<file path="config.mk">
export PLATFORM = sky130hd
export DESIGN_NAME = pc_sequencer
export DESIGN_NICKNAME = d
export VERILOG_FILES = /design/src/rtl/pc_seq_pkg.sv /design/src/rtl/pc_next_mux.sv /design/src/rtl/pc_sequencer.sv
export SDC_FILE = /design/constraint.sdc
export NUM_CORES = 1
export LEC_CHECK = 0
export ABC_AREA = 1
export BUFFER_PORTS_ARGS = -buffer_cell sky130_fd_sc_hd__clkbuf_2
export CORE_ASPECT_RATIO = 1.5
export CORE_MARGIN = 2
export CORE_UTILIZATION = 47
export CTS_BUF_LIST = sky130_fd_sc_hd__clkbuf_8
export DETAILED_ROUTE_END_ITERATION = 8
export GPL_TIMING_DRIVEN = 0
export PLACE_DENSITY_LB_ADDON = 0.12
export SYNTH_ARGS = -nofsm -noshare
export SYNTH_HDL_FRONTEND = slang
export SYNTH_SLANG_ARGS = --single-unit
export TNS_END_PERCENT = 20
</file>
<file path="constraint.sdc">
create_clock -name clk -period 1.6 [get_ports clk]
set_clock_uncertainty 0.1 [all_clocks]
set_input_delay 0.08 -clock clk [delete_from_list [all_inputs] [get_ports clk]]
set_output_delay 0.08 -clock clk [all_outputs]
set_load 0.02 [all_outputs]
</file>
<file path="src/rtl/pc_seq_pkg.sv">
// Shared definitions for the PC sequencer: FSM state codes, next-PC source
// encoding, default reset/exception addresses and an alignment helper.
package pc_seq_pkg;

  localparam logic [31:0] RESET_PC_DEF   = 32'h0040_0000;
  localparam logic [31:0] EXC_VECTOR_DEF = 32'h8000_0180;

  localparam logic [1:0] BOOT  = 2'd0;
  localparam logic [1:0] FETCH = 2'd1;
  localparam logic [1:0] HOLD  = 2'd2;

  typedef enum logic [2:0] {
    SRC_SEQ = 3'd0,
    SRC_BR  = 3'd1,
    SRC_J   = 3'd2,
    SRC_JR  = 3'd3,
    SRC_EXC = 3'd4
  } pc_src_e;

  function automatic logic misaligned(input logic [1:0] lsbs);
    return (lsbs != 2'b00);
  endfunction

endpackage

</file>
<file path="src/rtl/pc_next_mux.sv">
// Next-PC priority select with word-alignment force and misalignment flag.
// The exception source exists only when PC_EXC_EN is defined.
module pc_next_mux
  import pc_seq_pkg::*;
#(
  parameter int N_BITS = 32
`ifdef PC_EXC_EN
  , parameter logic [N_BITS-1:0] EXC_VECTOR = EXC_VECTOR_DEF
`endif
) (
  input  logic [N_BITS-1:0] pc_plus4_i,
  input  logic              br_i,
  input  logic [N_BITS-1:0] br_target_i,
  input  logic              j_i,
  input  logic [N_BITS-1:0] j_target_i,
  input  logic              jr_i,
  input  logic [N_BITS-1:0] jr_target_i,
`ifdef PC_EXC_EN
  input  logic              exc_i,
`endif
  output logic [N_BITS-1:0] next_pc_o,
  output logic              align_err_o
);

  pc_src_e             src_s;
  logic [N_BITS-1:0]   target_s;

  // Priority encode the redirect requests
  always_comb begin
    src_s = SRC_SEQ;
`ifdef PC_EXC_EN
    if (exc_i) begin
      src_s = SRC_EXC;
    end else
`endif
    if (jr_i) begin
      src_s = SRC_JR;
    end else if (j_i) begin
      src_s = SRC_J;
    end else if (br_i) begin
      src_s = SRC_BR;
    end else begin
      src_s = SRC_SEQ;
    end
  end

  // Route the selected source address
  always_comb begin
    target_s = pc_plus4_i;
    case (src_s)
      SRC_BR:  target_s = br_target_i;
      SRC_J:   target_s = j_target_i;
      SRC_JR:  target_s = jr_target_i;
`ifdef PC_EXC_EN
      SRC_EXC: target_s = EXC_VECTOR;
`endif
      default: target_s = pc_plus4_i;
    endcase
  end

  // pc+4 is always aligned, so only redirect targets can raise the flag
  assign next_pc_o   = {target_s[N_BITS-1:2], 2'b00};
  assign align_err_o = (src_s != SRC_SEQ) && misaligned(target_s[1:0]);

endmodule

</file>
<file path="src/rtl/pc_sequencer.sv">
// Program counter register and BOOT/FETCH/HOLD fetch FSM with req/ack handshake.
// Optional exception redirect and EPC capture enabled by PC_EXC_EN.
module pc_sequencer
  import pc_seq_pkg::*;
#(
  parameter int N_BITS = 32,
  parameter logic [N_BITS-1:0] RESET_PC = RESET_PC_DEF
`ifdef PC_EXC_EN
  , parameter logic [N_BITS-1:0] EXC_VECTOR = EXC_VECTOR_DEF
`endif
) (
  input  logic              clk,
  input  logic              reset,
  input  logic              stall_i,
  input  logic              branch_taken_i,
  input  logic [N_BITS-1:0] branch_target_i,
  input  logic              jump_i,
  input  logic [N_BITS-1:0] jump_target_i,
  input  logic              jr_i,
  input  logic [N_BITS-1:0] jr_target_i,
  input  logic              imem_ack_i,
`ifdef PC_EXC_EN
  input  logic              exc_i,
  output logic [N_BITS-1:0] epc_o,
`endif
  output logic              imem_req_o,
  output logic [N_BITS-1:0] pc_o,
  output logic [N_BITS-1:0] pc_plus4_o,
  output logic              pc_valid_o,
  output logic              align_err_o
);

  logic [1:0]        state_q, state_d;
  logic [N_BITS-1:0] pc_q, pc_d;
  logic [N_BITS-1:0] pc_plus4_s;
  logic [N_BITS-1:0] next_pc_s;
  logic              mux_err_s;
  logic              advance_s;
`ifdef PC_EXC_EN
  logic [N_BITS-1:0] epc_q, epc_d;
`endif

  assign pc_plus4_s = pc_q + {{(N_BITS-3){1'b0}}, 3'd4};
  assign advance_s  = ((state_q == FETCH) && imem_ack_i && !stall_i) ||
                      ((state_q == HOLD) && !stall_i);

  pc_next_mux #(
    .N_BITS      (N_BITS)
`ifdef PC_EXC_EN
    , .EXC_VECTOR(EXC_VECTOR)
`endif
  ) u_next_mux (
    .pc_plus4_i  (pc_plus4_s),
    .br_i        (branch_taken_i),
    .br_target_i (branch_target_i),
    .j_i         (jump_i),
    .j_target_i  (jump_target_i),
    .jr_i        (jr_i),
    .jr_target_i (jr_target_i),
`ifdef PC_EXC_EN
    .exc_i       (exc_i),
`endif
    .next_pc_o   (next_pc_s),
    .align_err_o (mux_err_s)
  );

  // FSM transitions; stall only matters once the current fetch is acked
  always_comb begin
    state_d = state_q;
    case (state_q)
      BOOT: state_d = FETCH;
      FETCH: begin
        if (imem_ack_i) begin
          state_d = stall_i ? HOLD : FETCH;
        end else begin
          state_d = FETCH;
        end
      end
      HOLD: begin
        if (!stall_i) begin
          state_d = FETCH;
        end else begin
          state_d = HOLD;
        end
      end
      default: state_d = BOOT;
    endcase
  end

  // Redirects are honoured only in the advance cycle
  always_comb begin
    pc_d = pc_q;
`ifdef PC_EXC_EN
    epc_d = epc_q;
`endif
    if (advance_s) begin
      pc_d = next_pc_s;
`ifdef PC_EXC_EN
      if (exc_i) begin
        epc_d = pc_q;
      end else begin
        epc_d = epc_q;
      end
`endif
    end else begin
      pc_d = pc_q;
    end
  end

  // State and PC registers
  always_ff @(posedge clk or posedge reset) begin
    if (reset) begin
      state_q <= BOOT;
      pc_q    <= RESET_PC;
`ifdef PC_EXC_EN
      epc_q   <= '0;
`endif
    end else begin
      state_q <= state_d;
      pc_q    <= pc_d;
`ifdef PC_EXC_EN
      epc_q   <= epc_d;
`endif
    end
  end

  assign imem_req_o  = (state_q == FETCH);
  assign pc_valid_o  = (state_q == FETCH) && imem_ack_i;
  assign align_err_o = advance_s && mux_err_s;
  assign pc_o        = pc_q;
  assign pc_plus4_o  = pc_plus4_s;
`ifdef PC_EXC_EN
  assign epc_o       = epc_q;
`endif

endmodule

</file>
After elaboration in Yosys (flattened, before gate mapping)
Cells that the tools add are included.
- register bits: 32
- input bits: 103
- output and inout port bits: 67
- logic and storage cells: 25
- add/sub/neg operators: 1
- eq/ne operators: 5
- multiplexer cells: 7
- reduce and logical (&&, ||, !) cells: 10
- operators by type and width (kind ; count):
    32-bit case mux with 3 select lines ; 1
    32-bit by 3-bit adder with 32-bit output, second input constant ; 1
    3-bit by 2-bit == test with 1-bit output, second input constant ; 2
    3-bit 2-to-1 mux ; 2
    2-bit case mux with 3 select lines ; 1
    1-bit logical AND ; 5
    2-bit 2-to-1 mux ; 2
    3-bit by 1-bit == test with 1-bit output, second input constant ; 1
    3-bit nonzero test ; 1
    2-bit by 1-bit == test with 1-bit output, second input constant ; 1
    2-bit == test, second input constant ; 1
    2-bit logical NOT ; 1
    2-bit nonzero test ; 1
    1-bit logical NOT ; 1
    1-bit logical OR ; 1
    1-bit 2-to-1 mux ; 1

Longest topological paths before layout
- depth in word-level cells: 8
- mapped depth: 10
- mapped depth without buffers: 10

Modules after synthesis
From an unflattened synthesis, not the netlist that was laid out.
- cells, all modules: 573
- area, all modules: 3360.7 um^2
- modules (own cells, without submodules) (module ; times used ; cells each ; area an instance (um^2) ; sequential area each (um^2)):
    pc_sequencer ; 1 ; 321 ; 2185.8 ; 852.1
    pc_next_mux ; 1 ; 252 ; 1174.9 ; 0.0

Worst setup path after synthesis
No wires, ideal clock.
- path kind: register -> register
- start: register pc_q[3] (netlist: pc_o[3])
- end: register pc_q[14] (netlist: pc_o[14])
- library setup time: 66 ps
- arrival: 1702 ps
- required time: 1434 ps
- setup slack: -268 ps
- cell stages (with the launch flop): 9
- path buffers: 0
- clock period less this slack: 1868 ps
- cell sequence: dfrtp_1 > ha_1 > nand2_1 > nor2_2 > nand2_2 > nor2_4 > xor2_1 > nand2_1 > nand2_1
- word-level cells in the longest chain between the ends: 2
- RTL lines (item ; RTL line ; text):
    start, declared ; pc_sequencer.sv:34 ; logic [N_BITS-1:0] pc_q, pc_d;
    start signal, assigned ; pc_sequencer.sv:120 ; pc_q <= pc_d;
    32-bit by 3-bit adder with 32-bit output ; pc_sequencer.sv:43 ; assign pc_plus4_s = pc_q + {{(N_BITS-3){1'b0}}, 3'd4};
    net pc_plus4_o[14] ; pc_sequencer.sv:28 ; output logic [N_BITS-1:0] pc_plus4_o,
    32-bit case mux with 3 select lines ; pc_next_mux.sv:50 ; case (src_s)
The timed path passes the listed nets, and every way through them passes these cells.
A chain may end at the register's enable or synchronous reset.

Worst setup path after layout
- start: register pc_q[4] (netlist: pc_o[4])
- end: output pc_plus4_o[12]
- word-level cells in the longest chain between the ends: 1
- RTL lines (item ; RTL line):
    32-bit by 3-bit adder with 32-bit output ; pc_sequencer.sv:43
    end, declared ; pc_sequencer.sv:28
No other way between the ends.

==> run summary <==
Pin count of the biggest net entering global routing = 33
CTS buffer count = 5
Crit. End Element = output pin
Final setup vio count = 40
Synth area leader = dfrtp_1
Slew Limit Fails = 0
Final Instance Area = 5170 um^2
Critical Path Start = pc_o[4]
Non-filler cells, final = 837
Vias in the first global route = 3965
Startpoint Class = flip-flop
Initial Util = 48.1%
Dpl cells = 775
DR WL/cell = 15.5 um
Area delta synth->final = 66.9%
DRT Pass-1 Iters = 5
Vias per inst = 5.22
Cells after synthesis = 532
Final Hold Vio Count = 0
PwrDens = 1050 nW/um^2
Failing checks = setup timing
IO buf count = 164
Bufs on Longest Clock Path = 2
Fin Hold WS = 0.0288 ns
Die H = 103 um
Worst-margin pin slew = 0.749 ns
Nets@finish = 864
H-tree levels = 2
Routability cong. = 0.900
Synth area leaders = dfrtp_1, nand2_1, nor2_1, inv_1, nand3_1
Global-route wire length before repair = 17900 um
CTS root buffer = clkbuf_8
Ports = 170
Iteration-0 DRC Markers = 255
Seq/Total Area, Yosys = 25.9%
Yosys warning total = 0
Most frequent cells in the layout = nand2_1, clkbuf_2, nor2_1
Peak supply drop = 0.687 mV
Die area = 7280 um^2
Die W = 70.3 um
RSZ-0062 raised after global routing = yes
Post-synthesis area per instance = 5.83 um^2
Worst hold path type = in2reg
Number of max-cap violations = 0
Worst r2r src = pc_o[4]
Total track usage = 31.6%
Most common cell after layout, fill and taps aside = nand2_1
Worst-path clk slew = 0.08 ns
Drt drc = 0
Initial antenna violation count = 0
Routed vias = 4372
Setup ws final = -0.332 ns
Hpwl dp = 9190 um
Number of fill cells in the layout = 462
Cell area after synthesis = 3100 um^2
Rel. slew slack = 50.0%
Post-synth cell types = 28
Setup crit end = pc_plus4_o[12]
Period utilization = 121%
Post-DP Area = 4100 um^2
Status = finished, violations left
Cell Rows = 36
Flops & latches, synth = 32
Antenna diode count = 0
R2r endpoint = pc_o[26]
CP arrival = 1.75 ns
Grt ovf = 0
R2R depth = 14
CTS tree = built
Reg2Reg Setup Slack = -0.29 ns
Pleak = 2.78 nW
Clk sink count = 32
Total Routed Length = 13000 um
Hold path start = branch_target_i[11]
Fmax = 517 MHz
Clk_lat worst skew = 0.31 ns
Worst EP required = 1.42 ns
Post-route ant nets = 0
Share of the synthesized area in the top cell type = 25.0%
Layout cells sized above 1 = 47.6%
Core area = 6440 um^2
Critical path fanouts, max = 6
Setup Crit Path Kind = reg2out
Tmin final = 1.93 ns
-- critical path: stages (launching register included) --
cell and delay, ns:
dfrtp_2 0.45, buf_4 0.15, nand2_4 0.05, nor2_4 0.10, nand2_4 0.10, nor2_4 0.21
xor2_2 0.21, clkbuf_8 0.18
-- timing repair --
item,4_1_cts,5_1_grt
pin swaps,18,30
hold buffers,5,1
endpoints found under the setup margin,48,53
setup buffers,25,23
endpoints found under the hold margin,4,31
gates resized for setup,78,98
-- sequential cells by signal, summed over array words and instances (netlist names) --
register and count:
pc_o 30, state_q 2
-- per-layer routing --
metal	wire [um]	GRT usage (%)	vias to the layer above
met2	6890	59.4	236
li1	-	-	2065
met1	4510	32.8	2018
met5	0	0	-
met3	908	5.52	53
met4	655	18.2	0
-- cell families after synthesis --
family                   synth area share [%]
AO/OA/AOI/OAI                            9.97
XOR/XNOR                                 4.92
adder cells (fa/ha/maj)                 0.403
buffers and inverters                    11.3
flip-flops                               25.9
other                                   0.121
AND/OR/NAND/NOR                          47.4
-- area by class of cell --
| type | instances | area (um^2) | area share (%) |
|---|---|---|---|
| inverters | 63 | 241 | 4.67 |
| plain buffers | 20 | 151 | 2.93 |
| multi-input cells | 420 | 2350 | 45.4 |
| flip-flops and latches | 32 | 821 | 15.9 |
| repair buffers | 218 | 1430 | 27.7 |
| clock inverters | 3 | 12.5 | 0.242 |
| well taps | 76 | 95.1 | 1.84 |
| clock buffers | 5 | 68.8 | 1.33 |
-- worst min path at each step --
| stage | slack (ns) | cells after the start | to |
|---|---|---|---|
| final | 0.03 | 5 | pc_o[11] |
| after global routing | 0.05 | 5 | pc_o[8] |
| after CTS | 0.02 | 5 | pc_o[7] |
| after detailed placement | 0.20 | 2 | state_q[0] |
| after global placement | 0.18 | 2 | state_q[0] |
| after floorplan | 0.08 | 1 | state_q[0] |
-- through the flow --
stage	power (mW)	utilization, %	setup WS, ns	TNS [ns]
final	5.43	80.3	-0.332	-8.05
after detailed placement	3.78	63.7	-0.233	-1.98
after CTS	4.88	72.9	-0.303	-6.88
after floorplan	2.89	-	-0.0663	-0.878
after global routing	5.70	80.3	-0.378	-10.91
after global placement	3.74	63.7	-0.216	-1.26
-- power breakdown --
part	switching, mW	internal, mW
Sequential	0.338	1.06
Combinational	1.93	1.46
Clock	0.349	0.293
Total	2.62	2.82
-- Yosys cell counts, drive strengths merged --
cell	count
xor2	10
nand2	191
nor2	112
and2	5
a211oi	1
xnor2	4
dfrtp	31
ha	1
buf	15
inv	63
a21oi	27
a31oi	1
clkbuf	5
o21ai	32
conb	1
dfstp	1
nand3	32
(Power assumes the default switching activity.)
